### src/rtl/adsr_poly_envelope_pkg.sv
// adsr_poly_envelope_pkg: shared voice state encodings for the ADSR envelope block
package adsr_poly_envelope_pkg;
  localparam int ADSR_STATE_W = 3;
  typedef enum logic [ADSR_STATE_W-1:0] {
    S_IDLE    = 3'd0,
    S_ATTACK  = 3'd1,
    S_DECAY   = 3'd2,
    S_SUSTAIN = 3'd3,
    S_RELEASE = 3'd4
  } adsr_state_e;
endpackage

### src/rtl/adsr_poly_envelope_voice.sv
// adsr_poly_envelope_voice: one ADSR voice with its FSM, level register, gate history and done flag
module adsr_poly_envelope_voice
  import adsr_poly_envelope_pkg::*;
#(
  parameter int ENV_WIDTH = 16
) (
  input  logic                 clk,
  input  logic                 reset,
  input  logic                 beat_i,
  input  logic                 gate_i,
  input  logic [ENV_WIDTH-1:0] a_step_i,
  input  logic [ENV_WIDTH-1:0] d_step_i,
  input  logic [ENV_WIDTH-1:0] s_level_i,
  input  logic [ENV_WIDTH-1:0] r_step_i,
  output logic [ENV_WIDTH-1:0] level_o,
  output logic                 active_o,
  output logic                 done_o
);
  adsr_state_e          state_q, state_d;
  logic [ENV_WIDTH-1:0] level_q, level_d;
  logic                 gate_q, done_q, done_d;
  logic                 rise, fall, a_top, d_bot, r_bot;
  logic [ENV_WIDTH:0]   lvl_x, max_x;
  assign rise  = gate_i & ~gate_q;
  assign fall  = ~gate_i & gate_q;
  assign lvl_x = {1'b0, level_q};
  assign max_x = {1'b0, {ENV_WIDTH{1'b1}}};
  // one extra bit keeps the threshold arithmetic free of wrap
  assign a_top = (a_step_i == '0) || (lvl_x >= max_x - {1'b0, a_step_i});
  assign d_bot = (d_step_i == '0) || (lvl_x <= {1'b0, s_level_i} + {1'b0, d_step_i});
  assign r_bot = (r_step_i == '0) || (lvl_x <= {1'b0, r_step_i});
  always_comb begin
    state_d = state_q;
    level_d = level_q;
    done_d  = 1'b0;
    case (state_q)
      S_IDLE: begin
        level_d = '0;
        state_d = rise ? S_ATTACK : S_IDLE;
      end
      S_ATTACK:
        if (fall) state_d = S_RELEASE;
        else if (beat_i) begin
          level_d = a_top ? '1 : level_q + a_step_i;
          state_d = a_top ? S_DECAY : S_ATTACK;
        end
      S_DECAY:
        if (fall) state_d = S_RELEASE;
        else if (beat_i) begin
          level_d = d_bot ? s_level_i : level_q - d_step_i;
          state_d = d_bot ? S_SUSTAIN : S_DECAY;
        end
      S_SUSTAIN: begin
        level_d = fall ? level_q : s_level_i;
        state_d = fall ? S_RELEASE : S_SUSTAIN;
      end
      S_RELEASE:
        if (rise) state_d = S_ATTACK;
        else if (beat_i) begin
          level_d = r_bot ? '0 : level_q - r_step_i;
          state_d = r_bot ? S_IDLE : S_RELEASE;
          done_d  = r_bot;
        end
      default: begin
        state_d = S_IDLE;
        level_d = '0;
      end
    endcase
  end
  always_ff @(posedge clk) begin
    if (reset) begin
      state_q <= S_IDLE;
      level_q <= '0;
      gate_q  <= 1'b0;
      done_q  <= 1'b0;
    end else begin
      state_q <= state_d;
      level_q <= level_d;
      gate_q  <= gate_i;
      done_q  <= done_d;
    end
  end
  assign level_o  = level_q;
  assign active_o = state_q != S_IDLE;
  assign done_o   = done_q;
endmodule

### src/rtl/adsr_poly_envelope.sv
// adsr_poly_envelope: NUM_VOICES ADSR envelopes sharing one parameter set and beat strobe
module adsr_poly_envelope
  import adsr_poly_envelope_pkg::*;
#(
  parameter int NUM_VOICES  = 4,
  parameter int ENV_WIDTH   = 16,
  parameter int PARAM_WIDTH = 8
) (
  input  logic                            clk,
  input  logic                            reset,
  input  logic                            beat,
  input  logic [NUM_VOICES-1:0]           gate,
  input  logic [PARAM_WIDTH-1:0]          attack,
  input  logic [PARAM_WIDTH-1:0]          decay,
  input  logic [PARAM_WIDTH-1:0]          sustain,
  input  logic [PARAM_WIDTH-1:0]          released,
  output logic [NUM_VOICES*ENV_WIDTH-1:0] envelope_out,
  output logic [NUM_VOICES-1:0]           voice_active,
  output logic [NUM_VOICES-1:0]           voice_done
);
  localparam int SH = ENV_WIDTH - PARAM_WIDTH;
  logic [ENV_WIDTH-1:0] a_step, d_step, s_level, r_step;
  assign a_step  = ENV_WIDTH'(attack) << SH;
  assign d_step  = ENV_WIDTH'(decay) << SH;
  assign s_level = ENV_WIDTH'(sustain) << SH;
  assign r_step  = ENV_WIDTH'(released) << SH;
  for (genvar v = 0; v < NUM_VOICES; v++) begin : g_voice
    adsr_poly_envelope_voice #(.ENV_WIDTH(ENV_WIDTH)) u_voice (
      .clk      (clk),
      .reset    (reset),
      .beat_i   (beat),
      .gate_i   (gate[v]),
      .a_step_i (a_step),
      .d_step_i (d_step),
      .s_level_i(s_level),
      .r_step_i (r_step),
      .level_o  (envelope_out[v*ENV_WIDTH +: ENV_WIDTH]),
      .active_o (voice_active[v]),
      .done_o   (voice_done[v])
    );
  end
endmodule
### config.mk
export PLATFORM = sky130hd
export DESIGN_NAME = adsr_poly_envelope
export DESIGN_NICKNAME = d
export VERILOG_FILES = /design/src/rtl/adsr_poly_envelope_pkg.sv /design/src/rtl/adsr_poly_envelope_voice.sv /design/src/rtl/adsr_poly_envelope.sv
export SDC_FILE = /design/constraint.sdc
export NUM_CORES = 1
export LEC_CHECK = 0
export CORE_ASPECT_RATIO = 1.2
export CORE_UTILIZATION = 56
export DETAILED_ROUTE_END_ITERATION = 10
export DONT_BUFFER_PORTS = 1
export PLACE_DENSITY = 0.71
export SLEW_MARGIN = 10
export SYNTH_ARGS = -nofsm -noshare
export SYNTH_HDL_FRONTEND = slang
export SYNTH_HIERARCHICAL = 1
export SYNTH_SLANG_ARGS = --single-unit
### constraint.sdc
create_clock -name clk -period 4.4 [get_ports clk]
set_input_delay 0.44 -clock clk [delete_from_list [all_inputs] [get_ports clk]]
set_output_delay 0.44 -clock clk [all_outputs]
set_load 0.03 [all_outputs]
==> results of run 1 <==
how the worst max path moves through the flow:
stage	startpoint	to	cells after the start
3_3_place_gp	decay[0]	g_voice[3].u_voice/level_o[13]$_SDFFE_PP0P_	16
6_report	decay[0]	g_voice[3].u_voice/level_o[13]$_SDFFE_PP0P_	16
5_1_grt	decay[1]	g_voice[1].u_voice/level_o[2]$_SDFFE_PP0P_	15
4_1_cts	decay[0]	g_voice[3].u_voice/level_o[13]$_SDFFE_PP0P_	16
3_5_place_dp	decay[0]	g_voice[3].u_voice/level_o[13]$_SDFFE_PP0P_	16
2_1_floorplan	decay[3]	g_voice[2].u_voice/state_q[0]$_SDFFE_PP0P_	15
cell type report:
cell class / count / area share [%]
multi-input combinational: 2623 / 83.4
sequential: 84 / 7.83
inverter: 203 / 3.55
tap: 456 / 2.66
clock buffer: 12 / 1.10
timing repair buffer: 29 / 1.01
clock inverter: 4 / 0.454
power breakdown:
| part | total, µW | switching, µW | internal, µW |
|---|---|---|---|
| combinational | 2060 | 1210 | 853 |
| clock | 937 | 380 | 557 |
| sequential | 896 | 103 | 793 |
| total | 3890 | 1690 | 2200 |
worst max-delay path, cell delays in order:
cell      delay (ps)
ha_1             190
a21o_1           180
a221oi_1         350
a31oi_2          100
a31oi_2          350
o21ai_0          160
xnor2_1          150
ha_1             290
o21a_1           130
o21a_1           110
o22ai_1           70
nor3_1           300
o311ai_4         350
nor2b_1          440
a221oi_1         140
a311oi_1         280
kinds of logic after synthesis:
group / after synthesis
adder cells (fa/ha/maj): 336
XOR/XNOR: 187
AO/OA/AOI/OAI: 899
buffers and inverters: 266
multiplexers: 35
AND/OR/NAND/NOR: 829
other: 1
flip-flops: 84
sequential cells by signal, summed over array words and instances (netlist names):
| signal | cells |
|---|---|
| g_voice.u_voice/level_o | 64 |
| g_voice.u_voice/state_q | 12 |
| g_voice.u_voice/done_o | 4 |
| g_voice.u_voice/gate_q | 4 |
synthesized netlist by cell type (all sizes together), types with 41 or more instances:
cell type	n
a211oi	52
a21o	60
a21oi	259
a221oi	46
clkbuf	51
dfxtp	84
ha	320
inv	203
nand2	209
nand2b	50
nand3	41
nand4	49
nor2	170
nor2b	50
nor3	65
nor4	58
o21a	46
o21ai	159
xnor2	116
xor2	71
routing by layer:
metal  vias up  GRT usage (%)  wire (µm)
met4         0           16.9       2670
li1      10300              -          -
met3       158           4.83       3620
met2       698           59.5      29300
met5         -              0          0
met1      9636           42.0      26500
through the flow:
step	hold slack, ps	instance area (µm²)	utilization, %	setup WS [ps]
4_1_cts	127	21500	63.0	694
2_1_floorplan	508	20600	-	760
3_5_place_dp	518	21100	62.1	318
6_report	129	21500	63.0	624
3_3_place_gp	519	21100	62.1	500
5_1_grt	129	21500	63.0	331
==> results.yml, run 1 <==
logic_synthesis:
  synth-warning-count: 6
  synth-compound-area-share_pct: 31.4
  synth-async-reset-ratio_pct: 0
  synth_top_cell_by_area: "ha_1"
  ys_types: 102
  synth_area_leaders: "ha_1 (21%), dfxtp_1 (8.7%), a21oi_1 (6.6%)"
  yosys.area_share.simple_pct: 21.8
  postSynthAreaPerCell_um2: 7.34
  synth_edf_count: 0
  synth_top_area_share_pct: 20.7
  synth_top_family_by_area: "compound AO/OA/AOI/OAI gates"
  synth_seq_cells: 84
  netlist_area_um2: 19300
  synth_flop_cell: "dfxtp_1"
  synthXorXnorAreaFrac_pct: 8.46
  synthAdderAreaFrac_pct: 22.3
  muxShareOfSynthArea_pct: 1.97
  yosysSeqAreaShare_pct: 8.69
  synthCells: 2637
route:
  drtAntennaViolNets: 0
  drt-wirelength-per-cell_um: 18.2
  num_vias: 20700
  wirelength_mm: 62.1
  viasPerCell: 6.08
  drc_errors: 0
  dr.pass1.iters: 8
  drt_iter0_markers: 1691
sta:
  timing.slew.headroom_pct: 39.5
  tns_ps: 0
  rsz0062_at_grt: "false"
  slew_violations: 0
  fin_crit_sh_pct: 85.8
  period_needed_ps: 3780
  fmax_mhz: 265
  worst_pin_slew_ps: 905
  finalSetupViolCount: 0
  skew_ps: 5.46
  hold_viol: 0
placed_design:
  gp_congestion: 0.977
  dpl.hpwl_mm: 48.1
  portBuffers: 0
  dp_cells: 3395
critical_path:
  rrSetupSlack_ps: 930
  reg2reg_depth: 8
  required_ps: 4680
  path_class: "primary input to flop"
  endpoint_kind: "flop"
  worstPathMaxFanout: 19
  regToRegStartpoint: "g_voice[2].u_voice/level_o[7]$_SDFFE_PP0P_"
  crit_arrival_ps: 4060
  start_kind: "primary input"
  reg2reg_to: "g_voice[2].u_voice/level_o[10]$_SDFFE_PP0P_"
grt:
  antenna_found_initial: 0
  grt_start_max_net_pins: 82
  grtUsageTotal_pct: 34.6
  grt_pass1_wl_mm: 96.9
  grt_pass1_vias: 19100
  grt.overflow.total: 0
worst_hold_path:
  whs_endpoint: "g_voice[2].u_voice/gate_q$_SDFF_PP0_"
  hp-class: "primary input to flop"
  worstHoldStart: "reset"
  min_path_cells: 1
die:
  num_rows: 74
  boundaryPins: 111
  coreArea_um2: 34100
  start_util_pct: 56.8
  fp.dieArea_um2: 35300
  die_h_um: 206
  die_x_um: 172
finish:
  layout_commonest_cell: "conb_1"
  fin_nets: 3325
  final_cell_mix: "conb_1 (337), ha_1 (320), a21oi_1 (257), nand2_1 (209), inv_1 (203)"
  drive_gt1_share_pct: 4.16
  diodes: 0
  fill_cells: 3249
  synthToLayoutAreaGrowth_pct: 11.0
  finalNonFillerCells: 3411
  register_area_um2: 1680
  multi_input_area_um2: 17900
run:
  maxCapViolations: 0
clock_network:
  clk_latency_ps: 370
  h-tree-depth: 3
  path_clk_slew_ps: 70
  cts_root_buffer: "clkbuf_16"
  cts_resized: 0
  clkSinkCount: 84
  tritoncts: "built"
  cts-hold-fix-buffers: 0
  cts_setup_buffers: 0
  cts_buffers: 9
  clock_path_buffers: 2
power_and_ir_drop:
  irDropWorstVdd_v: 0.000217
  p_leak_uw: 0.00987
  finalPower_uw: 3890
  p_per_area_nw_per_um2: 181
status:
  status: "completed"
(Power assumes the default switching activity.)
==> run 2: changes to the inputs <==
--- a/config.mk
+++ b/config.mk
@@ -6,10 +6,11 @@
 export NUM_CORES = 1
 export LEC_CHECK = 0
 export CORE_ASPECT_RATIO = 1.2
-export CORE_UTILIZATION = 56
+export CORE_UTILIZATION = 65
 export DETAILED_ROUTE_END_ITERATION = 10
 export DONT_BUFFER_PORTS = 1
-export PLACE_DENSITY = 0.71
+export GPL_ROUTABILITY_DRIVEN = 0
+export PLACE_DENSITY = 0.81
 export SLEW_MARGIN = 10
 export SYNTH_ARGS = -nofsm -noshare
 export SYNTH_HDL_FRONTEND = slang
==> results.yml, run 2 (synthesized netlist as in run 1, its figures left out) <==
grt:
  grt.overflow.total: 0
  grtUsageTotal_pct: 38.7
  grt_pass1_vias: 19900
  grt_start_max_net_pins: 82
  grt_pass1_wl_mm: 96.8
  antenna_found_initial: 0
route:
  drtAntennaViolNets: 0
  drt-wirelength-per-cell_um: 18.3
  wirelength_mm: 61.0
  drc_errors: 0
  drt_iter0_markers: 2117
  num_vias: 21300
  dr.pass1.iters: 7
  viasPerCell: 6.39
clock_network:
  clock_path_buffers: 2
  cts_resized: 0
  cts_setup_buffers: 0
  clk_latency_ps: 370
  tritoncts: "built"
  cts-hold-fix-buffers: 0
  h-tree-depth: 3
  cts_root_buffer: "clkbuf_16"
  cts_buffers: 9
  path_clk_slew_ps: 80
  clkSinkCount: 84
worst_hold_path:
  worstHoldStart: "reset"
  hp-class: "primary input to flop"
  min_path_cells: 1
  whs_endpoint: "g_voice[0].u_voice/gate_q$_SDFF_PP0_"
finish:
  layout_commonest_cell: "conb_1"
  fin_nets: 3321
  largest_reg_flops: 64
  fin_area_um2: 21300
  synthToLayoutAreaGrowth_pct: 10.2
  final_cell_mix: "conb_1 (337), ha_1 (320), a21oi_1 (257), nand2_1 (209), inv_1 (203)"
  diodes: 0
  drive_gt1_share_pct: 4.03
sta:
  fin_crit_sh_pct: 84.8
  worst_pin_slew_ps: 1060
  timing.slew.headroom_pct: 29.0
  tns_ps: 0
  rsz0062_at_grt: "false"
  fmax_mhz: 268
  hold_viol: 0
  skew_ps: 16.4
  slew_violations: 0
  finalSetupViolCount: 0
  period_needed_ps: 3730
critical_path:
  reg2reg_to: "g_voice[3].u_voice/level_o[4]$_SDFFE_PP0P_"
  required_ps: 4680
  crit_arrival_ps: 4010
  path_class: "primary input to flop"
  regToRegStartpoint: "g_voice[3].u_voice/level_o[2]$_SDFFE_PP0P_"
  endpoint_kind: "flop"
  start_kind: "primary input"
  reg2reg_depth: 9
  rrSetupSlack_ps: 970
  worstPathMaxFanout: 19
die:
  start_util_pct: 66.7
  num_rows: 68
  coreArea_um2: 29000
  die_x_um: 160
  fp.dieArea_um2: 30500
  boundaryPins: 111
  die_h_um: 191
placed_design:
  placed_cell_area_um2: 21000
  portBuffers: 0
  dpl.hpwl_mm: 46.5
power_and_ir_drop:
  irDropWorstVdd_v: 0.000165
  p_leak_uw: 0.00983
  p_per_area_nw_per_um2: 178
run:
  maxCapViolations: 0
status:
  status: "completed"
run 2: cell count changes in the layout (fill, tap and decap cells not counted):
| cell | change |
|---|---|
| buf_4 | -4 |
| bufinv_16 | -2 |
| clkinv_2 | +1 |
| clkinvlp_4 | +1 |
| o21ai_0 | -1 |
| o21ai_1 | +1 |
run 2: stage by stage:
stage	instances	worst slack (ps)	power, µW	hold WS (ps)	util, %
after floorplan	2973	760	2500	508	-
after global placement	3320	467	2800	517	72.5
after detailed placement	3320	322	2860	520	72.5
after CTS	3336	725	3690	130	73.5
after global routing	3336	260	4030	130	73.5
final	3336	670	3780	143	73.5
run 2: area by class of cell:
cell class	instances	area, µm²
tap	385	482
inverter	203	762
clock buffer	12	236
clock inverter	4	50.0
multi-input combinational	2623	17900
sequential	84	1680
timing repair buffer	25	188
fill	2487	7700
run 2: critical path, cell delays in order:
cell and delay, ps:
ha_1 190, a21o_1 190, a221oi_1 370, a31oi_2 110, a31oi_2 340, o21ai_0 150
xnor2_1 150, ha_1 300, o21a_1 120, o21a_1 110, o22ai_1 70, nor3_1 290
o311ai_4 340, nor2b_1 420, nand3_1 130, a311oi_1 280
run 2: where the power goes:
group | switching, µW | internal [µW]
sequential | 101 | 793
clock | 382 | 442
combinational | 1220 | 851
run 2: how the worst max path moves through the flow:
stage | start | end | slack [ps] | cells past startpoint
finish | decay[0] | g_voice[3].u_voice/level_o[4]$_SDFFE_PP0P_ | 670 | 16
global route | decay[0] | g_voice[1].u_voice/level_o[13]$_SDFFE_PP0P_ | 260 | 14
CTS | decay[0] | g_voice[3].u_voice/level_o[4]$_SDFFE_PP0P_ | 720 | 16
detailed placement | decay[0] | g_voice[3].u_voice/level_o[4]$_SDFFE_PP0P_ | 320 | 16
global placement | decay[0] | g_voice[3].u_voice/level_o[13]$_SDFFE_PP0P_ | 470 | 16
floorplan | decay[3] | g_voice[2].u_voice/state_q[0]$_SDFFE_PP0P_ | 760 | 15
run 2: metal layers:
layer	track usage (%)	wire, µm
met1	45.8	24400
met3	5.68	4870
met2	66.3	28300
met4	22.9	3410
met5	0	0
==> run 3: changes to the inputs <==
--- a/config.mk
+++ b/config.mk
@@ -5,12 +5,13 @@
 export SDC_FILE = /design/constraint.sdc
 export NUM_CORES = 1
 export LEC_CHECK = 0
+export ABC_AREA = 1
 export CORE_ASPECT_RATIO = 1.2
-export CORE_UTILIZATION = 65
+export CORE_UTILIZATION = 61
 export DETAILED_ROUTE_END_ITERATION = 10
 export DONT_BUFFER_PORTS = 1
 export GPL_ROUTABILITY_DRIVEN = 0
-export PLACE_DENSITY = 0.81
+export PLACE_DENSITY = 0.8
 export SLEW_MARGIN = 10
 export SYNTH_ARGS = -nofsm -noshare
 export SYNTH_HDL_FRONTEND = slang
==> constraint.sdc (replaced) <==
create_clock -name clk -period 3.15 [get_ports clk]
set_input_delay 0.315 -clock clk [delete_from_list [all_inputs] [get_ports clk]]
set_output_delay 0.315 -clock clk [all_outputs]
set_load 0.03 [all_outputs]
==> results.yml, run 3 <==
status:
  status: "completed"
grt:
  antenna_found_initial: 0
  grtUsageTotal_pct: 38.1
  grt_pass1_wl_mm: 107
  grt_start_max_net_pins: 78
  grt_pass1_vias: 22500
  grt.overflow.total: 0
critical_path:
  reg2reg_depth: 15
  reg2reg_to: "g_voice[3].u_voice/level_o[12]$_SDFFE_PP0P_"
  rrSetupSlack_ps: 340
  endpoint_kind: "flop"
  start_kind: "primary input"
  worstPathMaxFanout: 14
  regToRegStartpoint: "g_voice[3].u_voice/level_o[8]$_SDFFE_PP0P_"
  crit_arrival_ps: 3080
  path_class: "primary input to flop"
  required_ps: 3410
die:
  die_h_um: 206
  die_x_um: 172
  num_rows: 74
  fp.dieArea_um2: 35300
  boundaryPins: 111
  coreArea_um2: 34100
  start_util_pct: 61.9
power_and_ir_drop:
  clockPowerShare_pct: 16.1
  switching_share_pct: 51.6
  comb_power_share_pct: 65.4
  p_per_area_nw_per_um2: 314
  power.switching_uw: 3810
  power.internal_uw: 3570
  irDropWorstVdd_v: 0.000241
  power_frac_seq_pct: 18.5
  p_leak_uw: 0.0126
logic_synthesis:
  synthCells: 3439
  synth-async-reset-ratio_pct: 0
  synth_seq_cells: 84
  synth_most_common_cell: "nand2_1"
  synth_top_area_share_pct: 19.0
  netlist_area_um2: 21100
  ys_top_cells_by_count: "nand2_1 (841), inv_1 (462), ha_1 (320)"
  synth-warning-count: 6
  synth_area_leaders: "ha_1 (19%), nand2_1 (15%), inv_1 (8.2%)"
  ys_types: 75
  postSynthAreaPerCell_um2: 6.13
  synth_top_cell_by_area: "ha_1"
  synth_flop_cell: "dfxtp_1"
  yosysSeqAreaShare_pct: 7.98
  synth_edf_count: 0
route:
  viasPerCell: 5.66
  dr.pass1.iters: 6
  drt_iter0_markers: 2359
  drtAntennaViolNets: 0
  drt-wirelength-per-cell_um: 15.9
  drc_errors: 0
  num_vias: 24100
  wirelength_mm: 67.7
worst_hold_path:
  hp-class: "primary input to flop"
  worstHoldStart: "reset"
  whs_endpoint: "g_voice[2].u_voice/gate_q$_SDFF_PP0_"
  min_path_cells: 1
finish:
  synthToLayoutAreaGrowth_pct: 11.4
  layout_commonest_cell: "nand2_1"
  final_cell_mix: "nand2_1 (841), inv_1 (462), ha_1 (320), conb_1 (308), a21oi_1 (304)"
  fill_cells: 3219
  largest_reg_flops: 64
  fin_nets: 4167
  fin_area_um2: 23500
  drive_gt1_share_pct: 8.22
  postLayoutCoreUtil_pct: 68.9
  diodes: 0
  finalNonFillerCells: 4253
placed_design:
  placed_cell_area_um2: 23100
  dpl.hpwl_mm: 53.2
  dp_cells: 4234
  portBuffers: 0
run:
  maxCapViolations: 0
sta:
  fmax_mhz: 355
  tns_ps: 0
  period_needed_ps: 2820
  worst_pin_slew_ps: 836
  rsz0062_at_grt: "false"
  finalSetupViolCount: 0
  timing.slew.headroom_pct: 44.1
  slew_violations: 0
  skew_ps: 8.78
  hold_viol: 0
  fin_crit_sh_pct: 89.4
clock_network:
  clock_path_buffers: 2
  cts_root_buffer: "clkbuf_16"
  tritoncts: "built"
  path_clk_slew_ps: 70
  h-tree-depth: 3
  cts_buffers: 9
  clk_latency_ps: 370
  clkSinkCount: 84
## run 3: logic make-up after synthesis
logic type	Yosys count	share of synthesized area, %
AND/OR/NAND/NOR	1653	35.7
flip-flops	84	7.98
XOR/XNOR	166	6.90
adder cells (fa/ha/maj)	336	20.5
other	1	0.0178
buffers and inverters	547	10.4
AO/OA/AOI/OAI	652	18.5
## run 3: layer usage
layer,track usage (%),vias up,routed length (µm)
met5,0,-,0
met4,25.9,0,4860
met3,6.35,329,5790
met2,62.6,1054,30000
met1,45.3,10800,27000
li1,-,11900,-
## run 3: what timing repair did
action / CTS / global route
endpoints found under the hold margin: 1 / 5
setup endpoints to repair: 0 / 30
setup buffers: 0 / 1
hold buffers: 1 / 1
gates resized for setup: 0 / 2
## run 3: through the flow
| stage | hold WS (ps) | power, µW | setup slack, ps |
|---|---|---|---|
| after global routing | 1.81 | 7980 | 18.4 |
| after CTS | 6.73 | 7180 | 213 |
| after floorplan | 404 | 4990 | 105 |
| after global placement | 387 | 5850 | 1.80 |
| after detailed placement | 385 | 5980 | -168 |
| final | 14.8 | 7380 | 333 |
## run 3: power groups by stage
stage          logic (µW)  clock network [µW]  registers, µW
6_report             4830                1190           1360
5_1_grt              5380                1240           1370
4_1_cts              4630                1190           1360
3_5_place_dp         4600                   0           1380
3_3_place_gp         4470                   0           1380
2_1_floorplan        3510                   0           1480
## run 3: cell type report
| class | instances | area (µm²) | area share (%) |
|---|---|---|---|
| clock buffer | 11 | 253 | 1.08 |
| clock inverter | 5 | 60.1 | 0.256 |
| inverter | 491 | 1840 | 7.85 |
| multi-input combinational | 3115 | 18400 | 78.2 |
| sequential | 84 | 1680 | 7.16 |
| tap | 456 | 571 | 2.43 |
| timing repair buffer | 91 | 713 | 3.04 |
## run 3: critical path: stages
cell and delay, ps:
ha_1 320, nand2_1 90, o2111ai_1 290, nand2_1 120, o21ai_0 270, xnor2_1 160
ha_1 250, nand2_1 80, nor2_1 40, nand3_1 70, nor2_1 40, nor2_1 90
nand3_1 130, nor2_4 130, buf_4 200, nand3_1 100, nand3_1 160, nand2_1 70
nand2_1 50, a21oi_1 70
## run 3: worst max path at each step
stage                         from                                     endpoint  slack, ps  depth (start not counted)
final                     decay[1]  g_voice[1].u_voice/level_o[15]$_SDFFE_PP0P_        330                         20
after global routing      decay[0]   g_voice[3].u_voice/level_o[2]$_SDFFE_PP0P_         20                         20
after CTS                 decay[0]   g_voice[2].u_voice/level_o[0]$_SDFFE_PP0P_        210                         22
after detailed placement  decay[0]  g_voice[2].u_voice/level_o[13]$_SDFFE_PP0P_       -170                         20
after global placement    decay[0]   g_voice[2].u_voice/level_o[8]$_SDFFE_PP0P_          2                         22
after floorplan           decay[0]   g_voice[3].u_voice/level_o[4]$_SDFFE_PP0P_        110                         19
